## src/rtl/sym_pkg.sv

```systemverilog
`default_nettype none
// ============================================================================
//  Module      : sym_pkg
//  Description : Shared definitions for the symbol tally game. Holds the
//                active-low 7-segment codes of the digits 0..9 (used both by
//                the symbol generator and the decoder), the digit value that
//                marks an undecodable code, and the tally FSM state encoding.
//  Ports       : none (package)
//  Revision    : 1.0 - initial release
// ============================================================================
package sym_pkg;

  // Active-low 7-segment codes, bit order {dp,g,f,e,d,c,b,a}
  localparam logic [7:0] c_seg_0 = 8'hC0;
  localparam logic [7:0] c_seg_1 = 8'hF9;
  localparam logic [7:0] c_seg_2 = 8'hA4;
  localparam logic [7:0] c_seg_3 = 8'hB0;
  localparam logic [7:0] c_seg_4 = 8'h99;
  localparam logic [7:0] c_seg_5 = 8'h92;
  localparam logic [7:0] c_seg_6 = 8'h82;
  localparam logic [7:0] c_seg_7 = 8'hD8;
  localparam logic [7:0] c_seg_8 = 8'h80;
  localparam logic [7:0] c_seg_9 = 8'h90;

  // Digit reported for any code outside the table above
  localparam logic [3:0] c_digit_invalid = 4'hF;

  // Tally FSM states
  typedef enum logic [1:0] {
    IDLE       = 2'd0,
    PLAY       = 2'd1,
    WAIT_GUESS = 2'd2,
    RESULT     = 2'd3
  } state_t;

  // Generator-side helper: digit -> segment code. Digits above 9 map to an
  // all-off pattern, which the decoder treats as undecodable.
  function automatic logic [7:0] digit_to_seg(input logic [3:0] digit);
    logic [7:0] seg;
    seg = 8'hFF;
    case (digit)
      4'd0:    seg = c_seg_0;
      4'd1:    seg = c_seg_1;
      4'd2:    seg = c_seg_2;
      4'd3:    seg = c_seg_3;
      4'd4:    seg = c_seg_4;
      4'd5:    seg = c_seg_5;
      4'd6:    seg = c_seg_6;
      4'd7:    seg = c_seg_7;
      4'd8:    seg = c_seg_8;
      4'd9:    seg = c_seg_9;
      default: seg = 8'hFF;
    endcase
    return seg;
  endfunction

endpackage : sym_pkg
`default_nettype wire

```

## src/rtl/seg_to_digit.sv

```systemverilog
`default_nettype none
// ============================================================================
//  Module      : seg_to_digit
//  Description : Purely combinational decoder from an active-low 7-segment
//                code to its decimal digit. Codes not in the digit table
//                decode to 4'hF with o_valid low.
//  Ports       : i_code  [7:0] in  - 7-segment code (active low)
//                o_digit [3:0] out - decoded digit, 4'hF when undecodable
//                o_valid       out - 1 when i_code is one of the ten digits
//  Revision    : 1.0 - initial release
// ============================================================================
module seg_to_digit
  import sym_pkg::*;
(
  input  logic [7:0] i_code,
  output logic [3:0] o_digit,
  output logic       o_valid
);

  always_comb begin
    o_digit = c_digit_invalid;
    case (i_code)
      c_seg_0: o_digit = 4'd0;
      c_seg_1: o_digit = 4'd1;
      c_seg_2: o_digit = 4'd2;
      c_seg_3: o_digit = 4'd3;
      c_seg_4: o_digit = 4'd4;
      c_seg_5: o_digit = 4'd5;
      c_seg_6: o_digit = 4'd6;
      c_seg_7: o_digit = 4'd7;
      c_seg_8: o_digit = 4'd8;
      c_seg_9: o_digit = 4'd9;
      default: o_digit = c_digit_invalid;
    endcase
  end

  // No table entry decodes to 4'hF, so it doubles as the invalid marker.
  assign o_valid = (o_digit != c_digit_invalid);

endmodule : seg_to_digit
`default_nettype wire

```

## src/rtl/sym_tally.sv

```systemverilog
`default_nettype none
// ============================================================================
//  Module      : sym_tally
//  Description : Counts symbols delivered during a game period, counts the
//                special (target) ones, tracks the last decoded digit and a
//                sticky bad-code flag, then compares the player's guess with
//                the special count.
//  Ports       : Clk100M            in  - clock, rising edge
//                Reset              in  - asynchronous active-high reset
//                genSym             in  - game period active
//                generated          in  - one-cycle symbol strobe
//                special            in  - qualifies generated as target symbol
//                generatedSym [7:0] in  - active-low 7-segment code
//                guess [CNT_W-1:0]  in  - claimed special count
//                submit             in  - one-cycle guess commit strobe
//                symCount     [CNT_W-1:0] out - symbols this game (saturating)
//                specialCount [CNT_W-1:0] out - specials this game (saturating)
//                lastDigit    [3:0]       out - last decoded digit, 4'hF if bad
//                badSym             out - sticky undecodable-code flag
//                done               out - result valid
//                correct            out - guess matched, valid with done
//  Revision    : 1.0 - initial release
// ============================================================================
module sym_tally
  import sym_pkg::*;
#(
  parameter int CNT_W = 8
) (
  input  logic             Clk100M,
  input  logic             Reset,
  input  logic             genSym,
  input  logic             generated,
  input  logic             special,
  input  logic [7:0]       generatedSym,
  input  logic [CNT_W-1:0] guess,
  input  logic             submit,
  output logic [CNT_W-1:0] symCount,
  output logic [CNT_W-1:0] specialCount,
  output logic [3:0]       lastDigit,
  output logic             badSym,
  output logic             done,
  output logic             correct
);

  localparam logic [CNT_W-1:0] c_cnt_max = {CNT_W{1'b1}};
  localparam logic [CNT_W-1:0] c_cnt_one = CNT_W'(1);

  state_t           r_state,      w_state_nxt;
  logic [CNT_W-1:0] r_sym_cnt,    w_sym_cnt_nxt;
  logic [CNT_W-1:0] r_spc_cnt,    w_spc_cnt_nxt;
  logic [3:0]       r_last_digit, w_last_digit_nxt;
  logic             r_bad_sym,    w_bad_sym_nxt;
  logic             r_done,       w_done_nxt;
  logic             r_correct,    w_correct_nxt;

  logic [3:0]       w_dec_digit;
  logic             w_dec_valid;
  logic             w_start;

  // Decode feeds the lastDigit register directly: strobe -> output in 1 cycle.
  seg_to_digit u_seg_to_digit (
    .i_code  (generatedSym),
    .o_digit (w_dec_digit),
    .o_valid (w_dec_valid)
  );

  // A new game may start from any non-PLAY state and overrides submit.
  assign w_start = genSym && (r_state != PLAY);

  always_comb begin
    w_state_nxt      = r_state;
    w_sym_cnt_nxt    = r_sym_cnt;
    w_spc_cnt_nxt    = r_spc_cnt;
    w_last_digit_nxt = r_last_digit;
    w_bad_sym_nxt    = r_bad_sym;
    w_done_nxt       = r_done;
    w_correct_nxt    = r_correct;

    if (w_start) begin
      w_state_nxt      = PLAY;
      w_sym_cnt_nxt    = '0;
      w_spc_cnt_nxt    = '0;
      w_last_digit_nxt = c_digit_invalid;
      w_bad_sym_nxt    = 1'b0;
      w_done_nxt       = 1'b0;
      w_correct_nxt    = 1'b0;
    end else begin
      case (r_state)
        PLAY: begin
          // Strobes are still counted on the edge where genSym falls.
          if (generated) begin
            if (r_sym_cnt != c_cnt_max) begin
              w_sym_cnt_nxt = r_sym_cnt + c_cnt_one;
            end
            if (special && (r_spc_cnt != c_cnt_max)) begin
              w_spc_cnt_nxt = r_spc_cnt + c_cnt_one;
            end
            w_last_digit_nxt = w_dec_digit;
            if (!w_dec_valid) begin
              w_bad_sym_nxt = 1'b1;
            end
          end
          if (!genSym) begin
            w_state_nxt = WAIT_GUESS;
          end
        end
        WAIT_GUESS: begin
          if (submit) begin
            w_state_nxt   = RESULT;
            w_done_nxt    = 1'b1;
            w_correct_nxt = (guess == r_spc_cnt);
          end
        end
        IDLE, RESULT: begin
          // Hold everything; strobes and submits are ignored here.
        end
        default: begin
          w_state_nxt = IDLE;
        end
      endcase
    end
  end

  always_ff @(posedge Clk100M or posedge Reset) begin
    if (Reset) begin
      r_state      <= IDLE;
      r_sym_cnt    <= '0;
      r_spc_cnt    <= '0;
      r_last_digit <= c_digit_invalid;
      r_bad_sym    <= 1'b0;
      r_done       <= 1'b0;
      r_correct    <= 1'b0;
    end else begin
      r_state      <= w_state_nxt;
      r_sym_cnt    <= w_sym_cnt_nxt;
      r_spc_cnt    <= w_spc_cnt_nxt;
      r_last_digit <= w_last_digit_nxt;
      r_bad_sym    <= w_bad_sym_nxt;
      r_done       <= w_done_nxt;
      r_correct    <= w_correct_nxt;
    end
  end

  assign symCount     = r_sym_cnt;
  assign specialCount = r_spc_cnt;
  assign lastDigit    = r_last_digit;
  assign badSym       = r_bad_sym;
  assign done         = r_done;
  assign correct      = r_correct;

endmodule : sym_tally
`default_nettype wire

```

## config.mk

```make
export PLATFORM = sky130hd
export DESIGN_NAME = sym_tally
export DESIGN_NICKNAME = d
export VERILOG_FILES = /design/src/rtl/sym_pkg.sv /design/src/rtl/seg_to_digit.sv /design/src/rtl/sym_tally.sv
export SDC_FILE = /design/constraint.sdc
export NUM_CORES = 1
export LEC_CHECK = 0
export CORE_ASPECT_RATIO = 2
export CORE_MARGIN = 8
export CORE_UTILIZATION = 35
export CTS_BUF_LIST = sky130_fd_sc_hd__clkbuf_4 sky130_fd_sc_hd__clkbuf_8
export DETAILED_ROUTE_END_ITERATION = 12
export GPL_TIMING_DRIVEN = 0
export SLEW_MARGIN = 10
export SYNTH_ARGS = -nofsm -noshare
export SYNTH_HDL_FRONTEND = slang
export SYNTH_HIERARCHICAL = 1
export SYNTH_SLANG_ARGS = --single-unit
```

## constraint.sdc

```tcl
create_clock -name Clk100M -period 2.8 [get_ports Clk100M]
set_input_delay 0.7 -clock Clk100M [delete_from_list [all_inputs] [get_ports Clk100M]]
set_output_delay 0.7 -clock Clk100M [all_outputs]
set_load 0.1 [all_outputs]
```

## After elaboration in Yosys (flattened, before gate mapping)

Cells that the tools add are included.

- $add $sub $neg: 2
- Eq/ne operators: 20
- Muxes and demuxes: 26
- Reductions and logical operators: 15

Operators by type and width:

| kind | number |
|---|---|
| $eq 8x8->1 const B | 10 |
| $mux 8 | 8 |
| $pmux 4 s10 | 1 |
| $add 8x1->8 const B | 2 |
| $ne 8x8->1 const B | 2 |
| $mux 4 | 3 |
| $reduce_and 3->1 | 4 |
| $reduce_bool 2->1 | 6 |
| $mux 1 | 10 |
| $eq 8x8->1 | 1 |
| $mux 2 | 3 |
| $ne 3x3->1 const B | 2 |
| $ne 2x1->1 const B | 2 |
| $ne 4x4->1 const B | 1 |
| $pmux 2 s2 | 1 |
| $reduce_and 2->1 | 2 |
| $reduce_bool 3->1 | 1 |
| $eq 2x1->1 const B | 1 |
| $eq 2x2->1 const B | 1 |
| $logic_and 1x1->1 | 2 |

- Flip-flop bits (word level): 25
- Input port bits: 22
- Output and inout port bits: 23
- Word-level logic and storage cells: 70

## Logic depth before layout (Yosys ltp)

- Depth after elaboration: 7
- Mapped depth: 7
- Gate-level depth less buffers: 7

## Hierarchy

Netlist, hierarchy kept.

By module, submodules not included:

| module | times used | cells an instance | area an instance (um^2) | seq. area each (um^2) |
|---|---|---|---|---|
| sym_tally | 1 | 133 | 1320.0 | 630.6 |
| seg_to_digit | 1 | 31 | 222.7 | 0.0 |

## Worst setup path before layout

Ideal clock, no wire load.

- Kind: register to register
- Start point: register r_spc_cnt[0], in the netlist specialCount[0]
- End point: register r_spc_cnt[1], in the netlist specialCount[1]
- Setup time: 132 ps
- Arrival: 2032 ps
- Required time: 2668 ps
- Path slack: 636 ps
- Stages on the path, launching flop included: 6
- Buffers on the path: 0
- Period minus slack after synthesis: 2164 ps
- Path through: dfrtp_1 ha_1 nand3_1 o211ai_4 mux2i_1 nor2_1

- Longest elaborated chain between the ends: 5
- Elaborated cells on any way between the ends: 9
- Classes of those cells: add/sub: 1; eq/ne: 1; mux: 4; reduce/logical: 3

RTL lines:

| item | RTL line | text |
|---|---|---|
| from (decl) | sym_tally.sv:50 | `logic [CNT_W-1:0] r_spc_cnt, w_spc_cnt_nxt;` |
| from (signal assigned) | sym_tally.sv:136 | `r_spc_cnt <= w_spc_cnt_nxt;` |
| $add 8x1->8 | sym_tally.sv:96 | `w_spc_cnt_nxt = r_spc_cnt + c_cnt_one;` |
| $mux 8 | sym_tally.sv:95 | `if (special && (r_spc_cnt != c_cnt_max)) begin` |
| $mux 8 | sym_tally.sv:91 | `if (generated) begin` |
| $mux 8 | sym_tally.sv:88 | `case (r_state)` |
| $mux 8 | sym_tally.sv:79 | `if (w_start) begin` |

Several ways; a longest one is shown, not always the timed one. The select of a mux whose other input is x is not followed.
A chain may end at the register's enable or synchronous reset.

## Worst setup path after layout

- Start point: register r_spc_cnt[3], in the netlist specialCount[3]
- End point: output specialCount[3]

RTL lines:

| item | RTL line | text |
|---|---|---|
| to (decl) | sym_tally.sv:38 | `output logic [CNT_W-1:0] specialCount,` |

No word-level cell between the ends.

==> metrics.md <==
| Metric | Value |
|---|---|
| Fill count | `412` |
| CTS root buf | `clkbuf_8` |
| Yosys top cell area share | `0.3406` |
| Final setup violation count | `0` |
| Cells along the critical path | `clkdlybuf4s50_1` |
| Pre-antenna DRT Iters | `4` |
| CP Max Fanout | `7` |
| Worst relative slew slack | `0.3445` |
| Number of port buffers | `44` |
| Delay of the slowest critical-path stage | `1.20 ns` |
| Critical path data required time | `2.10 ns` |
| Slew Viols, Final | `0` |
| Syn-to-layout area delta | `36.09%` |
| CTS Sinks | `25` |
| H-tree Lvls | `1` |
| GR Overflow Total | `0` |
| Top FF cell, synth | `dfrtp_1` |
| Startpoint types | `register` |
| Most common cell in the netlist | `dfrtp_1` |
| Switching share of power | `0.3727` |
| Largest area contributor in the netlist | `dfrtp_1` |
| Diodes inserted | `0` |
| IR drop worst, VDD | `0.3820 mV` |
| Gpl congestion | `0.8402` |
| Status | `completed` |
| Seq pwr share | `0.434` |
| Total track usage | `0.1289` |
| Max clock buf depth | `2` |
| Cell row count | `34` |
| Count of cell types in the netlist | `52` |
| Via count | `1479` |
| Post-synth ARST share | `1.000` |
| Resized cells post-CTS | `0` |
| Crit-path slowest cell | `clkdlybuf4s50_1` |
| Post-CTS Setup Repair Bufs | `0` |
| Total power | `936.4 uW` |
| Buf+Inv Stages, Crit Path | `1` |
| Fin nets | `237` |
| Worst Path Arrival | `1.97 ns` |
| Post-synth top cells | `21 x dfrtp_1, 16 x nor2_1, 15 x nand2_1` |
| TritonCTS clock tree | `done` |
| Post-route ant nets | `0` |
| I/O pin count | `45` |
| Setup ws final | `0.1291 ns` |
| Netlist Area Pre-Place | `0.001543 mm^2` |
| Dpl ws | `0.1964 ns` |
| Proportion of layout cells with a drive suffix above 1 | `0.09434` |
| Reg area | `630.6 um^2` |
| DRC viols | `0` |
| YS warnings | `6` |
| DP HPWL | `3454 um` |
| Seq/Total Area, Yosys | `0.4088` |
| CTS clk-pin slew, worst paths | `0.09 ns` |
| Net Switching | `349.0 uW` |
| #FFs+latches synth | `25` |
| Vias in the first global route | `1645` |
| Die Y | `109.9 um` |
| Routed vias/inst | `5.560` |
| TNS Setup | `0 ns` |
| P per Cell Area | `446.0 mW/mm^2` |
| RSZ-0062 raised after global routing | `false` |
| Worst skew pair latency | `0.27 ns` |
| Final hold viol count | `0` |
| Largest net degree at the start of global routing | `26` |
| Reg2reg path depth | `5` |
| Area of the multi-input gates | `854.6 um^2` |
| Initial Util | `0.3591` |
| Clk_skew | `0.002051 ns` |
| Pint | `587.4 uW` |
| Dpl cells | `262` |
| EDFF count, synth | `0` |
| Achievable frequency | `0.3744 GHz` |
| Leakage | `0.0008371 uW` |
| Cts bufs inserted | `3` |
| CP Capture Type | `output port` |
| Cells after synthesis | `164` |
| Critical path type | `register to output port` |
| Worst path top cell family by delay | `buffers and inverters` |
| Initial DRC count | `41` |
| Period utilization | `0.9539` |
| Hold_ws | `0.4995 ns` |
| Final wirelength | `4416 um` |
| DIE AREA | `0.006917 mm^2` |
| Post-route insts no fill | `266` |
| First-pass GRT wire length | `7362 um` |
| Combinational group share of total power | `0.325` |
| Die Span X | `62.95 um` |
| Initial antenna violation count | `0` |
| Crit path depth | `1` |
| Synthesized area per cell | `9.407 um^2` |
| Placeable Area | `0.004297 mm^2` |
| Hold path cells | `2` |
| Area contributors post-synth | `dfrtp_1 34%, dfstp_2 6.8%, xor2_1 6.2%, nor2_1 3.9%, nand2_1 3.6%` |
| Slew at the pin with the worst max-slew slack | `0.9803 ns` |
| Drt wl/cell | `16.60 um` |
| HP Class | `register to register` |
| Clk pwr share | `0.240` |
| Post-CTS Hold Fix Bufs | `0` |
| Final min period | `2.671 ns` |
| Number of max-cap violations | `0` |
| Syn_nets | `188` |
routing by layer:
| metal | share of wire | GRT usage | wire length, um | vias to the layer above |
|---|---|---|---|---|
| met5 | 0 | 0 | 0 | - |
| met4 | 0.016 | 0.04926 | 72 | 0 |
| met3 | 0.043 | 0.02041 | 192 | 9 |
| met2 | 0.55 | 0.2550 | 2422 | 47 |
| met1 | 0.39 | 0.1298 | 1729 | 722 |
| li1 | - | - | - | 701 |
final timing paths:
kind	startpoint	to	slack (ns)
max	specialCount[3]	specialCount[3]	0.13
max reg2reg	specialCount[0]	specialCount[4]	1.11
max in group asynchronous	Reset	symCount[4]	1.26
min in group asynchronous	Reset	r_state[0]	0.96
min reg2reg	lastDigit[1]	lastDigit[1]	0.50
min	lastDigit[1]	lastDigit[1]	0.50
stage by stage:
stage                 util  cell area, um^2
global route        0.4886             2100
floorplan                -             1543
detailed placement  0.4773             2051
CTS                 0.4886             2100
global placement    0.4773             2051
finish              0.4886             2100
placed cells by master (no fill, tap or decap), types with 5 or more instances in the layout:
master / synthesis / final
clkdlybuf4s50_1: 0 / 44
a21oi_1: 5 / 5
nand2_1: 15 / 15
nand3_1: 5 / 5
inv_1: 9 / 9
o21ai_0: 5 / 5
xor2_1: 11 / 11
dfrtp_1: 21 / 21
nor2_1: 16 / 16
sequential cells by signal (all words and copies together), names as in the netlist:
name          cells
badSym            1
correct           1
done              1
lastDigit         4
r_state           2
specialCount      8
symCount          8
worst reg2reg max path, stage by stage (launching register included):
cell	delay, ns
dfrtp_1	0.46
ha_1	0.28
nand3_1	0.20
o211ai_4	0.14
or4_1	0.47
nand2_1	0.08
layout make-up:
cell class | count | area share
Sequential cell | 25 | 0.3004
Buffer | 4 | 0.01132
Inverter | 9 | 0.01609
Tap cell | 54 | 0.03218
Multi-Input combinational cell | 126 | 0.4070
Clock buffer | 4 | 0.02324
Timing Repair Buffer | 44 | 0.2098
cell families after synthesis:
family,synth area share
mux,0.01298
buf+inv,0.03730
compound gates,0.1898
flops,0.4088
simple gates,0.2612
fa+ha+maj,0.01622
xor+xnor,0.07380
power by group through the flow:
stage / sequential [uW] / combinational [uW] / clock, uW
CTS: 407 / 308 / 236
global placement: 412 / 303 / 0
detailed placement: 414 / 307 / 0
finish: 407 / 305 / 225
global route: 410 / 324 / 242
floorplan: 542 / 75.0 / 0
(Power assumes the default switching activity.)
